$ cat config.mk
export PLATFORM = sky130hd
export DESIGN_NAME = mem_access_unit
export DESIGN_NICKNAME = d
export VERILOG_FILES = /design/src/rtl/mem_access_unit.sv
export SDC_FILE = /design/constraint.sdc
export NUM_CORES = 1
export LEC_CHECK = 0
export CORE_MARGIN = 5
export CORE_UTILIZATION = 46
export DETAILED_ROUTE_END_ITERATION = 6
export GPL_TIMING_DRIVEN = 0
export HOLD_SLACK_MARGIN = 0.03
export PLACE_DENSITY_LB_ADDON = 0.3
export SYNTH_ARGS = -nofsm -noshare
export SYNTH_HDL_FRONTEND = slang
export SYNTH_SLANG_ARGS = --single-unit
export TNS_END_PERCENT = 20
$ cat constraint.sdc
create_clock -name clk -period 3.17 [get_ports clk]
set_clock_uncertainty 0.2 [all_clocks]
set_input_delay 0.4755 -clock clk [delete_from_list [all_inputs] [get_ports clk]]
set_output_delay 0.4755 -clock clk [all_outputs]
set_load 0.02 [all_outputs]
$ cat src/rtl/mem_access_unit.sv
// MEM-stage data-memory access unit: req/ack load/store issue, pipeline stall, MEM/WB outputs.
// Optional build macro MISALIGN_TRAP_EN traps misaligned word accesses instead of aligning them down.
module mem_access_unit #(
   parameter int ADDR_W  = 32,
   parameter int DATA_W  = 32,
   parameter int TIMEOUT = 15
) (
   input  logic              clk,
   input  logic              reset,
   input  logic              mem_read,
   input  logic              mem_write,
   input  logic              byte_op,
   input  logic [ADDR_W-1:0] addr,
   input  logic [DATA_W-1:0] wdata,
   input  logic [3:0]        rd_in,
   input  logic              link_in,
   output logic              dm_req,
   output logic              dm_we,
   output logic [ADDR_W-1:0] dm_addr,
   output logic [DATA_W-1:0] dm_wdata,
   output logic [3:0]        dm_be,
   input  logic [DATA_W-1:0] dm_rdata,
   input  logic              dm_ack,
   output logic              stall,
   output logic [DATA_W-1:0] data_out,
   output logic [3:0]        rd_out,
   output logic              link_out,
   output logic              err_out
);

   typedef enum logic {IDLE = 1'b0, WAIT = 1'b1} state_t;

   localparam logic [7:0] TIMEOUT_LAST = 8'(TIMEOUT - 1);

   state_t            r_state;
   state_t            w_next_state;
   logic [ADDR_W-1:0] r_addr;
   logic [DATA_W-1:0] r_wdata;
   logic              r_byte;
   logic              r_we;
   logic [3:0]        r_rd;
   logic              r_link;
   logic [7:0]        r_cnt;
   logic [DATA_W-1:0] r_data_out;
   logic [3:0]        r_rd_out;
   logic              r_link_out;
   logic              r_err;

   logic              w_mem_op;
   logic              w_trap;
   logic              w_timeout;
   logic [7:0]        w_lane;

   assign w_mem_op  = mem_read | mem_write;
   // r_cnt counts completed WAIT cycles, so the TIMEOUT-th WAIT cycle is the last one.
   assign w_timeout = (r_cnt == TIMEOUT_LAST);

`ifdef MISALIGN_TRAP_EN
   assign w_trap = w_mem_op & ~byte_op & (addr[1:0] != 2'b00);
`else
   assign w_trap = 1'b0;
`endif

   always_comb begin
      w_lane = dm_rdata[7:0];
      case (r_addr[1:0])
         2'd0:    w_lane = dm_rdata[7:0];
         2'd1:    w_lane = dm_rdata[15:8];
         2'd2:    w_lane = dm_rdata[23:16];
         default: w_lane = dm_rdata[31:24];
      endcase
   end

   // NOTE: every signal driven here gets a default first so no latch is inferred.
   always_comb begin
      w_next_state = r_state;
      stall        = 1'b0;
      case (r_state)
         IDLE: begin
            if (w_mem_op && !w_trap) begin
               stall        = 1'b1;
               w_next_state = WAIT;
            end
         end
         WAIT: begin
            if (dm_ack || w_timeout) w_next_state = IDLE;
            else                     stall        = 1'b1;
         end
         default: w_next_state = IDLE;
      endcase
   end

   // NOTE: sequential state uses non-blocking assignments so every register samples pre-edge values.
   always_ff @(posedge clk) begin
      if (reset) begin
         r_state    <= IDLE;
         r_addr     <= '0;
         r_wdata    <= '0;
         r_byte     <= 1'b0;
         r_we       <= 1'b0;
         r_rd       <= '0;
         r_link     <= 1'b0;
         r_cnt      <= '0;
         r_data_out <= '0;
         r_rd_out   <= '0;
         r_link_out <= 1'b0;
         r_err      <= 1'b0;
      end else begin
         r_state <= w_next_state;
         r_err   <= 1'b0;
         case (r_state)
            IDLE: begin
               r_cnt <= '0;
               if (w_trap) begin
                  r_data_out <= '0;
                  r_rd_out   <= '0;
                  r_link_out <= 1'b0;
                  r_err      <= 1'b1;
               end else if (w_mem_op) begin
                  r_addr     <= addr;
                  r_wdata    <= wdata;
                  r_byte     <= byte_op;
                  r_we       <= mem_write;
                  r_rd       <= rd_in;
                  r_link     <= link_in;
                  r_data_out <= '0;
                  r_rd_out   <= '0;
                  r_link_out <= 1'b0;
               end else begin
                  r_data_out <= '0;
                  r_rd_out   <= rd_in;
                  r_link_out <= link_in;
               end
            end
            WAIT: begin
               r_cnt <= r_cnt + 8'd1;
               if (dm_ack) begin
                  if (r_we)        r_data_out <= '0;
                  else if (r_byte) r_data_out <= DATA_W'(w_lane);
                  else             r_data_out <= dm_rdata;
                  r_rd_out   <= r_rd;
                  r_link_out <= r_link;
               end else if (w_timeout) begin
                  r_data_out <= '0;
                  r_rd_out   <= '0;
                  r_link_out <= 1'b0;
                  r_err      <= 1'b1;
               end
            end
            default: r_cnt <= '0;
         endcase
      end
   end

   // Request-side outputs are zero outside WAIT and held from the latched request inside it.
   assign dm_req   = (r_state == WAIT);
   assign dm_we    = dm_req & r_we;
   assign dm_addr  = dm_req ? {r_addr[ADDR_W-1:2], 2'b00} : '0;
   assign dm_wdata = !dm_req ? '0 : (r_byte ? {4{r_wdata[7:0]}} : r_wdata);
   assign dm_be    = !dm_req ? 4'b0000 : (r_byte ? 4'(4'b0001 << r_addr[1:0]) : 4'b1111);

   assign data_out = r_data_out;
   assign rd_out   = r_rd_out;
   assign link_out = r_link_out;
   assign err_out  = r_err;

endmodule
==> results of run 1 <==
repair_timing:
item / in CTS / in global routing
resized for setup: 25 / 16
setup endpoints to repair: 66 / 15
cloned: 0 / 0
final cells by class:
class | instances | area, um^2
fill | 842 | 2840
multi-input combinational | 425 | 2500
sequential | 118 | 2360
timing repair buffer | 211 | 2130
clock buffer | 17 | 414
buffer | 52 | 265
tap | 140 | 175
clock inverter | 15 | 155
inverter | 1 | 3.75
sequential cells by signal (all words and copies together), names as in the netlist:
signal    cells
data_out     32
dm_req        1
err_out       1
link_out      1
r_addr       32
r_byte        1
r_cnt         8
r_link        1
r_rd          4
r_wdata      32
r_we          1
rd_out        4
metrics by stage:
stage / std cells / hold WS (ns) / total power [uW] / setup WS (ns) / utilization
2_1_floorplan: 596 / 0.232 / 1970 / 0.783 / -
3_3_place_gp: 947 / 0.238 / 2290 / 0.00864 / 0.682
3_5_place_dp: 947 / 0.243 / 2310 / -0.00670 / 0.682
4_1_cts: 979 / 0.0949 / 4140 / 0.0159 / 0.735
5_1_grt: 979 / 0.109 / 4280 / 0.00279 / 0.738
6_report: 979 / 0.113 / 4130 / 0.0827 / 0.738
per-layer routing:
metal | routed length [um] | GRT usage | up-vias
li1 | - | - | 2488
met1 | 7000 | 0.306 | 2510
met2 | 8540 | 0.447 | 253
met3 | 1500 | 0.0721 | 44
met5 | 0 | 0 | -
met4 | 518 | 0.124 | 0
worst max path at each step:
stage,to,depth (start not counted)
finish,stall,6
global route,stall,6
CTS,dm_wdata[11],5
detailed placement,dm_wdata[20],5
global placement,dm_wdata[19],5
floorplan,dm_be[1],4
layout by cell type (no fill, tap or decap), types with 9 or more instances in the layout:
cell type,count
clkdlybuf4s50_1,187
nand2_1,153
dfxtp_1,117
a21oi_1,74
and2_1,40
nand2b_1,32
a21boi_0,27
a22o_1,24
clkbuf_1,18
clkbuf_16,16
buf_2,14
dlymetal6s2s_1,12
dlygate4sd2_1,12
clkbuf_2,9
and3_1,9
kinds of logic after synthesis:
logic type,count (synthesis)
multiplexers,9
flip-flops,118
AO/OA/AOI/OAI,151
adder cells (fa/ha/maj),2
XOR/XNOR,3
buffers and inverters,53
AND/OR/NAND/NOR,258
other,1
power by group through the flow:
stage	sequential [uW]	combinational (uW)	clock [uW]
finish	1620	669	1840
CTS	1620	670	1850
global placement	1640	649	0
floorplan	1650	323	0
global route	1620	725	1930
detailed placement	1650	664	0
==> results by group, run 1 <==
Synth
  – Post-synth EDFFs: 0
  – Post-synth top area cell: dfxtp_1
  – Main combinational cell family by area after synthesis: simple AND/OR/NAND/NOR gates
  – Sequential fraction of the synthesis area: 0.463
  – Mux cell area share after synthesis: 0.0394
  – Top cells by area, synth: dfxtp_1 46%, nand2_1 11%, a21oi_1 7.3%
  – Post-Synth Simple-Gate Area: 0.245
  – Complex-gate fraction of the synthesized area: 0.194
  – Syn_area_per_cell: approximately 8.6 um^2
  – #FFs+latches synth: between 100 and 150
  – Syn Inst Count: 595
  – Most numerous cell in the Yosys netlist: nand2_1
  – Most instantiated cells after synthesis: 153 x nand2_1, 118 x dfxtp_1, 74 x a21oi_1
  – Leading register cell type out of synthesis: dfxtp_1
  – Fraction of the mapped netlist area in adder cells: 0.00490
  – Area share of the largest cell type after synthesis: 0.463
  – Mapped cell area: between 5000 and 6000 um^2
  – Post-synthesis cell type count: slightly above 40
  – Ys async rst share: 0
  – Warnings, synthesis: 0
  – Synth Area in XOR/XNOR: 0.00514

Power and ir drop
  – Net Switching: around 1100 uW
  – Internal power: approximately 3000 uW
  – Comb pwr share: 0.162
  – Clock power share: 0.446
  – Worst vdd ir: between 0.3 and 0.4 mV
  – Sw Ratio: 0.268
  – Power Dens Cells: 515 nW/um^2
  – Leakage: between 0.003 and 0.004 uW
  – Flop pwr share: 0.392

Detailed routing
  – Initial DRC Count: 396
  – Final wirelength: about 18000 um
  – # DRC: 0
  – Drt wl/cell: about 18 um
  – ANT nets after route: 0
  – DRT Pass-1 Iters: 5
  – Vias: about 5300
  – Post-DR vias/cell: 5.41

Hold path
  – WHS Endpoint: err_out$_SDFF_PP0_
  – Hold WC Path Type: primary input to flop
  – Hold Path Origin: dm_ack
  – Worst Hold Depth: 2

Floorplanning
  – Die ar.: 13300 um^2
  – Die height: around 120 um
  – DIE WIDTH: 115 um
  – Site Rows: 38
  – Boundary pin count: roughly 220
  – Initial Utilization: 0.471
  – Core area: 10800 um^2

Finish
  – # diodes: 0
  – Layout cells sized above 1: 0.0894
  – Final #Nets: just over 900
  – Finished Cell Area: about 8000 um^2
  – Layout area overhead: 56.7%

Worst setup path
  – Worst-path cell with the longest stage delay: clkdlybuf4s50_1
  – Worst r2r path cells: 6
  – CP startpoint kind: flop
  – Critical Path Max Stage Delay: between 0.6 and 0.7 ns
  – Critical Path Fanout Max: 7
  – CP Data Required Time: 2.49 ns
  – CP Launch Point: r_cnt[0]$_SDFF_PP0_
  – Arrival time at the worst endpoint: 2.41 ns
  – Worst-path cell chain: inv_1, ha_1, and3_1, a21o_1, nand2_1, clkdlybuf4s50_1
  – Buf+Inv Stages, Crit Path: 2
  – Crit Path Class: flop to output port
  – Worst reg2reg startpoint: dm_req$_SDFF_PP0_
  – Worst Setup End Kind: output port
  – Crit-path leading delay family: buffers and inverters
  – Critical R2R Capture: r_addr[6]$_SDFFE_PP0P_
  – R2R Setup Slk: approximately 1.2 ns

CTS
  – Clock Latency Late Sink: roughly 0.51 ns
  – CTS tree: built
  – Post-CTS Setup Bufs: 0
  – Clk buf depth: 2
  – H-tree Lvls: 4
  – Clock transition at path regs: 0.06 ns
  – Hold-fix buffers, CTS: 0
  – Num CTS Buffers: 17
  – Clock Sinks: between 100 and 150
  – Root Driver: clkbuf_8

Timing
  – Period utilization: 0.974
  – Relative slew slack: 0.647
  – Tmin final: around 3 ns
  – Max Freq: about 320 MHz
  – Fin. max-slew vios: 0
  – Setup total negative slack: 0 ns
  – Actual slew at the worst max-slew pin: 0.530 ns
  – Hold violation count in the final report: 0
  – Final setup fails: 0
  – RSZ-0062 raised after global routing: false

Placed design
  – Detailed Place HPWL: 13100 um
  – Placed Area: about 7400 um^2
  – Port Buf Inserts: 211
  – Routability cong.: between 0.8 and 0.9

Global routing
  – Initial antenna violation count: 0
  – Gr usage total: 0.263
  – Largest net degree at the start of global routing: 17
  – First-pass GRT wire length: 27600 um
  – Vias in the first global route: 5641
  – Grt total ovfl: 0

Run status
  – Outcome: finished clean

Run
  – Max cap viols: 0
(Power assumes the default switching activity.)
==> run 2: changes to the inputs <==
--- a/config.mk
+++ b/config.mk
@@ -5,6 +5,7 @@
 export SDC_FILE = /design/constraint.sdc
 export NUM_CORES = 1
 export LEC_CHECK = 0
+export CAP_MARGIN = 10
 export CORE_MARGIN = 5
 export CORE_UTILIZATION = 46
 export DETAILED_ROUTE_END_ITERATION = 6
==> results of run 2 <==
Final layout, timing and power as in run 1 (identical DEF).
==> run 3: changes to the inputs <==
==> constraint.sdc (replaced) <==
create_clock -name clk -period 3.17 [get_ports clk]
set_clock_uncertainty 0.2 [all_clocks]
set_input_delay 0.951 -clock clk [delete_from_list [all_inputs] [get_ports clk]]
set_output_delay 0.951 -clock clk [all_outputs]
set_load 0.02 [all_outputs]
==> run 3 against run 2 <==
Sequential share of layout area rose by 0.62 points. Register-to-register slack improved by 0.02 ns. Die area did not move. Routed wire length rose by 0.14%. Fmax fell by 2.0%. Global-route usage rose by 0.058 points. Combinational power fell by 2%. Via count rose by 0.51%. Flip-flop and latch count did not move. Critical path depth fell by 1. Critical path type is now primary input to output port. Largest cell class unchanged.
==> results by group, run 3 (synthesis gave the netlist of run 1 again) <==
Timing
  – Period utilization: 0.993 (was 0.974)
  – Relative slew slack: 0.638 (was 0.647)
  – Hold violation count in the final report: 0 (unchanged)
  – Max Freq: 318 MHz (was 324 MHz)
  – Tmin final: 3.15 ns (was 3.09 ns)
  – RSZ-0062 raised after global routing: true (was false)
  – Final setup fails: 0 (unchanged)
  – Fin worst setup slack: 0.0211 ns (was 0.0827 ns)
  – Actual slew at the worst max-slew pin: 0.544 ns (was 0.530 ns)
  – Fin. max-slew vios: 0 (unchanged)

Worst setup path
  – R2R Setup Slk: 1.20 ns (was 1.18 ns)
  – CP Launch Point: mem_read (was r_cnt[0]$_SDFF_PP0_)
  – Arrival time at the worst endpoint: 2.00 ns (was 2.41 ns)
  – CP Data Required Time: 2.02 ns (was 2.49 ns)
  – CP startpoint kind: primary input (was flop)
  – Worst reg2reg startpoint: dm_req$_SDFF_PP0_ (unchanged)
  – Critical R2R Capture: r_addr[6]$_SDFFE_PP0P_ (unchanged)
  – Worst Setup End Kind: output port (unchanged)
  – Crit Path Class: primary input to output port (was flop to output port)
  – Worst r2r path cells: 6 (unchanged)
  – Critical Path Fanout Max: 18 (was 7)

CTS
  – Root Driver: clkbuf_8 (unchanged)
  – Clock Latency Late Sink: 0.51 ns (about the same)
  – Clock Sinks: 118 (unchanged)
  – Num CTS Buffers: 17 (unchanged)
  – Clk buf depth: 2 (unchanged)
  – CTS tree: built (unchanged)
  – H-tree Lvls: 4 (unchanged)
  – Clock transition at path regs: 0.06 ns (about the same)

Floorplanning
  – Die ar.: 13300 um^2 (unchanged)
  – Boundary pin count: 216 (unchanged)
  – Die height: 115 um (unchanged)
  – Site Rows: 38 (unchanged)
  – Initial Utilization: 0.471 (unchanged)
  – Core area: 10800 um^2 (unchanged)
  – DIE WIDTH: 115 um (unchanged)

Power and ir drop
  – Power Dens Cells: 523 nW/um^2 (was 515 nW/um^2)
  – Leakage: 0.00316 uW (was 0.00330 uW)
  – Worst vdd ir: 0.393 mV (was 0.392 mV)

Placed design
  – Port Buf Inserts: 211 (unchanged)
  – Detailed Place HPWL: 13100 um (unchanged)
  – Pre-CTS setup slack: -0.910 ns (was -0.00670 ns)
  – Routability cong.: 0.889 (unchanged)

Global routing
  – Largest net degree at the start of global routing: 19 (was 17)
  – First-pass GRT wire length: 27600 um (about the same)
  – Grt total ovfl: 0 (unchanged)
  – Initial antenna violation count: 0 (unchanged)
  – Vias in the first global route: 5639 (was 5641)
  – Gr usage total: 0.263 (about the same)

Finish
  – Final #Nets: 934 (was 935)
  – Most frequent cells in the layout: 152 x nand2_1, 142 x clkdlybuf4s50_1, 116 x dfxtp_1 (was 187 x clkdlybuf4s50_1, 153 x nand2_1, 117 x dfxtp_1)
  – Commonest non-fill, non-tap cell in the layout: nand2_1 (was clkdlybuf4s50_1)
  – # diodes: 0 (unchanged)
  – Final core utilization: 0.724 (was 0.738)
  – Fillers: 870 (was 842)
  – Layout cells sized above 1: 0.148 (was 0.0894)
  – Layout area overhead: 53.7% (was 56.7%)
  – Reg area: 2370 um^2 (was 2360 um^2)
  – Multi-input gate area: 2520 um^2 (was 2500 um^2)

Detailed routing
  – Post-DR vias/cell: 5.44 (was 5.41)
  – Vias: 5322 (was 5295)
  – Initial DRC Count: 407 (was 396)
  – DRT Pass-1 Iters: 5 (unchanged)
  – Drt wl/cell: 18.0 um (was 17.9 um)
  – ANT nets after route: 0 (unchanged)
  – # DRC: 0 (unchanged)
  – Final wirelength: 17600 um (was 17500 um)

Hold path
  – Hold Path Origin: r_cnt[0]$_SDFF_PP0_ (was dm_ack)
  – WHS Endpoint: r_cnt[0]$_SDFF_PP0_ (was err_out$_SDFF_PP0_)
  – Hold WC Path Type: flop to flop (was primary input to flop)
  – Worst Hold Depth: 1 (was 2)

Run
  – Max cap viols: 0 (unchanged)

Run status
  – Outcome: finished clean (unchanged)
==> run 3: cell types whose count changed in the layout (fill, tap and decap cells not counted), sizes merged <==
cell and change:
clkdlybuf4s50 -45, clkdlybuf4s15 +26, buf +16, dlymetal6s2s -12
dlygate4sd2 -6, clkbuf +20
==> run 3: power by group <==
group	switching [uW]	internal [uW]
logic	339	317
registers	51.7	1570
clock network	713	1120
==> run 3: cell type report <==
class                           count  area share
Multi-Input combinational cell    425       0.321
Sequential cell                   118       0.301
Clock buffer                       17      0.0527
Buffer                             50      0.0355
Inverter                            1    0.000478
Timing Repair Buffer              212       0.246
Tap cell                          140      0.0223
Clock inverter                     15      0.0198
==> run 3: critical path, stage by stage <==
cell and delay [ns]:
dlygate4sd2_1 0.31, o21bai_1 0.18, buf_6 0.20, nand2_1 0.08, clkdlybuf4s15_2 0.26
==> run 3: what timing repair did <==
action | CTS | global route
endpoints found under the setup margin | 68 | 64
hold buffers | 0 | 0
buffers inserted | 1 | 0
resized for setup | 170 | 89
==> run 3: worst max path at each step <==
| stage | end | slack [ns] |
|---|---|---|
| detailed placement | stall | -0.91 |
| finish | stall | 0.02 |
| CTS | dm_wdata[24] | -0.02 |
| floorplan | stall | 0.14 |
| global route | stall | -0.01 |
| global placement | stall | -0.92 |
==> run 3: metal layers <==
metal,track usage,vias to the layer above,routed length [um]
li1,-,2483,-
met1,0.305,2552,6930
met2,0.451,240,8690
met3,0.0716,47,1440
met4,0.122,0,514
met5,0,-,0
==> run 3: stage by stage <==
step                      hold WS (ns)  area [um^2]  cells  total power [uW]  setup TNS [ns]
after global routing             0.264         7850    978              4270         -0.0431
after global placement           0.238         7400    947              2290          -14.08
after CTS                        0.252         7980    979              4130         -0.0203
after floorplan                  0.232         5110    596              1970               0
final                            0.248         7850    978              4110               0
after detailed placement         0.243         7400    947              2310          -16.27
==> edit: new RTL, config.mk and constraints of run 3 <==
The option `MISALIGN_TRAP_EN` is turned on by a define.
--- a/src/rtl/mem_access_unit.sv
+++ b/src/rtl/mem_access_unit.sv
@@ -2,2 +2,4 @@
 // Optional build macro MISALIGN_TRAP_EN traps misaligned word accesses instead of aligning them down.
+`define MISALIGN_TRAP_EN
+
 module mem_access_unit #(
Function: changed (Yosys sat finds a counterexample within 4 cycles, from zero or initial values and one cycle with reset high).
==> edit against run 3 <==
  * Non-clock buffer count increased by 28
  * Final cell count increased by 13%
  * Sequential cell count unchanged
  * Setup slack improved by 0.046 ns
  * Fmax increased by 1.5%
  * Area after synthesis increased by 11%
  * Design area increased by 9.1%
  * Count of clock-buffer cells in the layout increased by 2
  * Global-route usage increased by 0.91 points
  * Wire length increased by 18%
  * Total power increased by 0.64%
  * Critical path type unchanged
==> edit: results (changes against run 3) <==
| Metric | Value |
|---|---|
| Critical path launch point | `mem_write (was mem_read)` |
| Critical path's slowest cell | `dlygate4sd2_1 (unchanged)` |
| Synth area leaders | `dfxtp_1, a21oi_1, nand3_1 (was dfxtp_1, nand2_1, a21oi_1)` |
| RePlAce Congestion | `0.887 (was 0.889)` |
| Max incr delay on CP | `0.28 ns (was 0.31 ns)` |
| GRT Util Overall | `27.2% (was 26.3%)` |
| Post-Route WL | `20800 um (was 17600 um)` |
| Place WS | `-1.22 ns (was -0.910 ns)` |
| Worst-skew pair later-pin latency | `0.40 ns (was 0.51 ns)` |
| Starting DRT DRC Count | `667 (was 407)` |
| WS Path Type | `input pin to primary output (unchanged)` |
| Main synth FF type | `dfxtp_1 (unchanged)` |
| Cells after DPL | `1071 (was 947)` |
| YS warnings | `0 (unchanged)` |
| Vias in the first global route | `5881 (was 5639)` |
| Status | `complete, no violations (unchanged)` |
| First-pass iteration count of the detailed router | `7 (was 5)` |
| Register-to-Register Path Depth | `7 (was 6)` |
| Top cells by count, synth | `dfxtp_1, a21oi_1, nand3_1 (was nand2_1, dfxtp_1, a21oi_1)` |
| Largest net degree at the start of global routing | `20 (was 19)` |
| DR vias/cell | `5.63 (was 5.44)` |
| H-tree depth | `4 (unchanged)` |
| First-pass GRT wire length | `31500 um (was 27600 um)` |
| Tcrit/Tclk final | `97.9% (was 99.3%)` |
| Data arrival, critical path | `1.95 ns (was 2.00 ns)` |
| Final net count | `1031 (was 934)` |
| Placed inst area | `8030 um^2 (was 7400 um^2)` |
| Synthesized area per cell | `8.25 um^2 (was 8.58 um^2)` |
| Netlist cell types | `34 (was 41)` |
| Fillers | `983 (was 870)` |
| Hpwl dp | `15000 um (was 13100 um)` |
| Reg2Reg Capture Point | `data_out[14]$_SDFFE_PP0P_ (was r_addr[6]$_SDFFE_PP0P_)` |
| Peak VDD IR | `0.000300 V (was 0.000393 V)` |
| Design area | `8570 um^2 (was 7850 um^2)` |
| Layout cells sized above 1 | `12.4% (was 14.8%)` |
| CTS root buffer | `clkbuf_16 (was clkbuf_8)` |
| Slew Limit Fails | `0 (unchanged)` |
| Leak | `3.16 nW (about the same)` |
| Worst Path Max Fanout | `19 (was 18)` |
| Register area share after synthesis | `41.6% (was 46.3%)` |
| Port-buffer cells | `213 (was 211)` |
| Reg-to-reg slack, setup | `1.11 ns (was 1.20 ns)` |
| Initial antenna violation count | `2 (was 0)` |
| Slew of the pin with the lowest slew margin | `0.784 ns (was 0.544 ns)` |
| P_sw | `1.15 mW (was 1.10 mW)` |
| Vias | `6214 (was 5322)` |
edit: cell count changes in the layout (fill, tap and decap cells not counted), sizes merged, moves of 8 or more:
cell,run 3,this run
clkbuf,66,76
dlygate4sd2,6,44
and3,9,0
clkdlybuf4s15,26,4
a221o,8,0
a21oi,75,100
o211ai,0,37
a22o,24,0
a31oi,5,13
nand2,153,54
o21ai,3,76
nand3,3,80
edit: cell families (layout without fill, tap and decap cells):
kind of cell	Yosys count	after routing	synth area share (%)
xor gates and xnor gates	3	3	0.463
buffers and inverters	79	324	6.21
other	1	3	0.0660
muxes	8	8	3.17
and+or+nand+nor	221	221	20.3
DFF	118	118	41.6
adders and majority gates	2	2	0.440
AOI/OAI and AO/OA	257	257	27.8
edit: repair_timing:
item                       CTS  global route
setup endpoints to repair   68            20
hold buffers                 0             0
pin swaps                    1             0
resized for setup           98            47
setup buffers                1             1
cloned                       0             0
edit: worst min path at each step:
stage / start / to / slack, ns / cells past startpoint
after floorplan: r_addr[10]$_SDFFE_PP0P_ / r_addr[10]$_SDFFE_PP0P_ / 0.25 / 2
final: data_out[29]$_SDFFE_PP0P_ / data_out[29]$_SDFFE_PP0P_ / 0.27 / 2
after CTS: data_out[12]$_SDFFE_PP0P_ / data_out[12]$_SDFFE_PP0P_ / 0.27 / 2
after global placement: data_out[14]$_SDFFE_PP0P_ / data_out[14]$_SDFFE_PP0P_ / 0.25 / 2
after detailed placement: data_out[12]$_SDFFE_PP0P_ / data_out[12]$_SDFFE_PP0P_ / 0.26 / 2
after global routing: data_out[12]$_SDFFE_PP0P_ / data_out[12]$_SDFFE_PP0P_ / 0.28 / 2
edit: area by class of cell:
type / count / area share [%]
multi-input combinational: 493 / 34.8
antenna: 1 / 0.0292
sequential: 118 / 27.6
buffer: 75 / 4.61
inverter: 2 / 0.0876
clock inverter: 13 / 1.46
clock buffer: 19 / 5.17
timing repair buffer: 215 / 23.8
tap: 168 / 2.45
edit: worst max-delay path, delay by kind of cell:
kind,cells,cell delay (ns)
AND/OR/NAND/NOR,2,0.16
buffers and inverters,3,0.60
AO/OA/AOI/OAI,1,0.24
edit: routing by layer:
metal	wire [um]	global-route usage (%)	share of wire [%]	up-vias
li1	-	-	-	2928
met5	7	0	0.034	-
met3	1490	6.20	7.2	46
met2	9980	45.0	48	275
met4	541	9.80	2.6	2
met1	8800	34.9	42	2963
edit: power by group through the flow:
stage	registers (mW)	clock network (mW)	logic, mW
5_1_grt	1.61	1.91	0.738
6_report	1.60	1.84	0.687
4_1_cts	1.60	1.85	0.680
3_5_place_dp	1.63	0	0.677
3_3_place_gp	1.63	0	0.670
2_1_floorplan	1.64	0	0.335
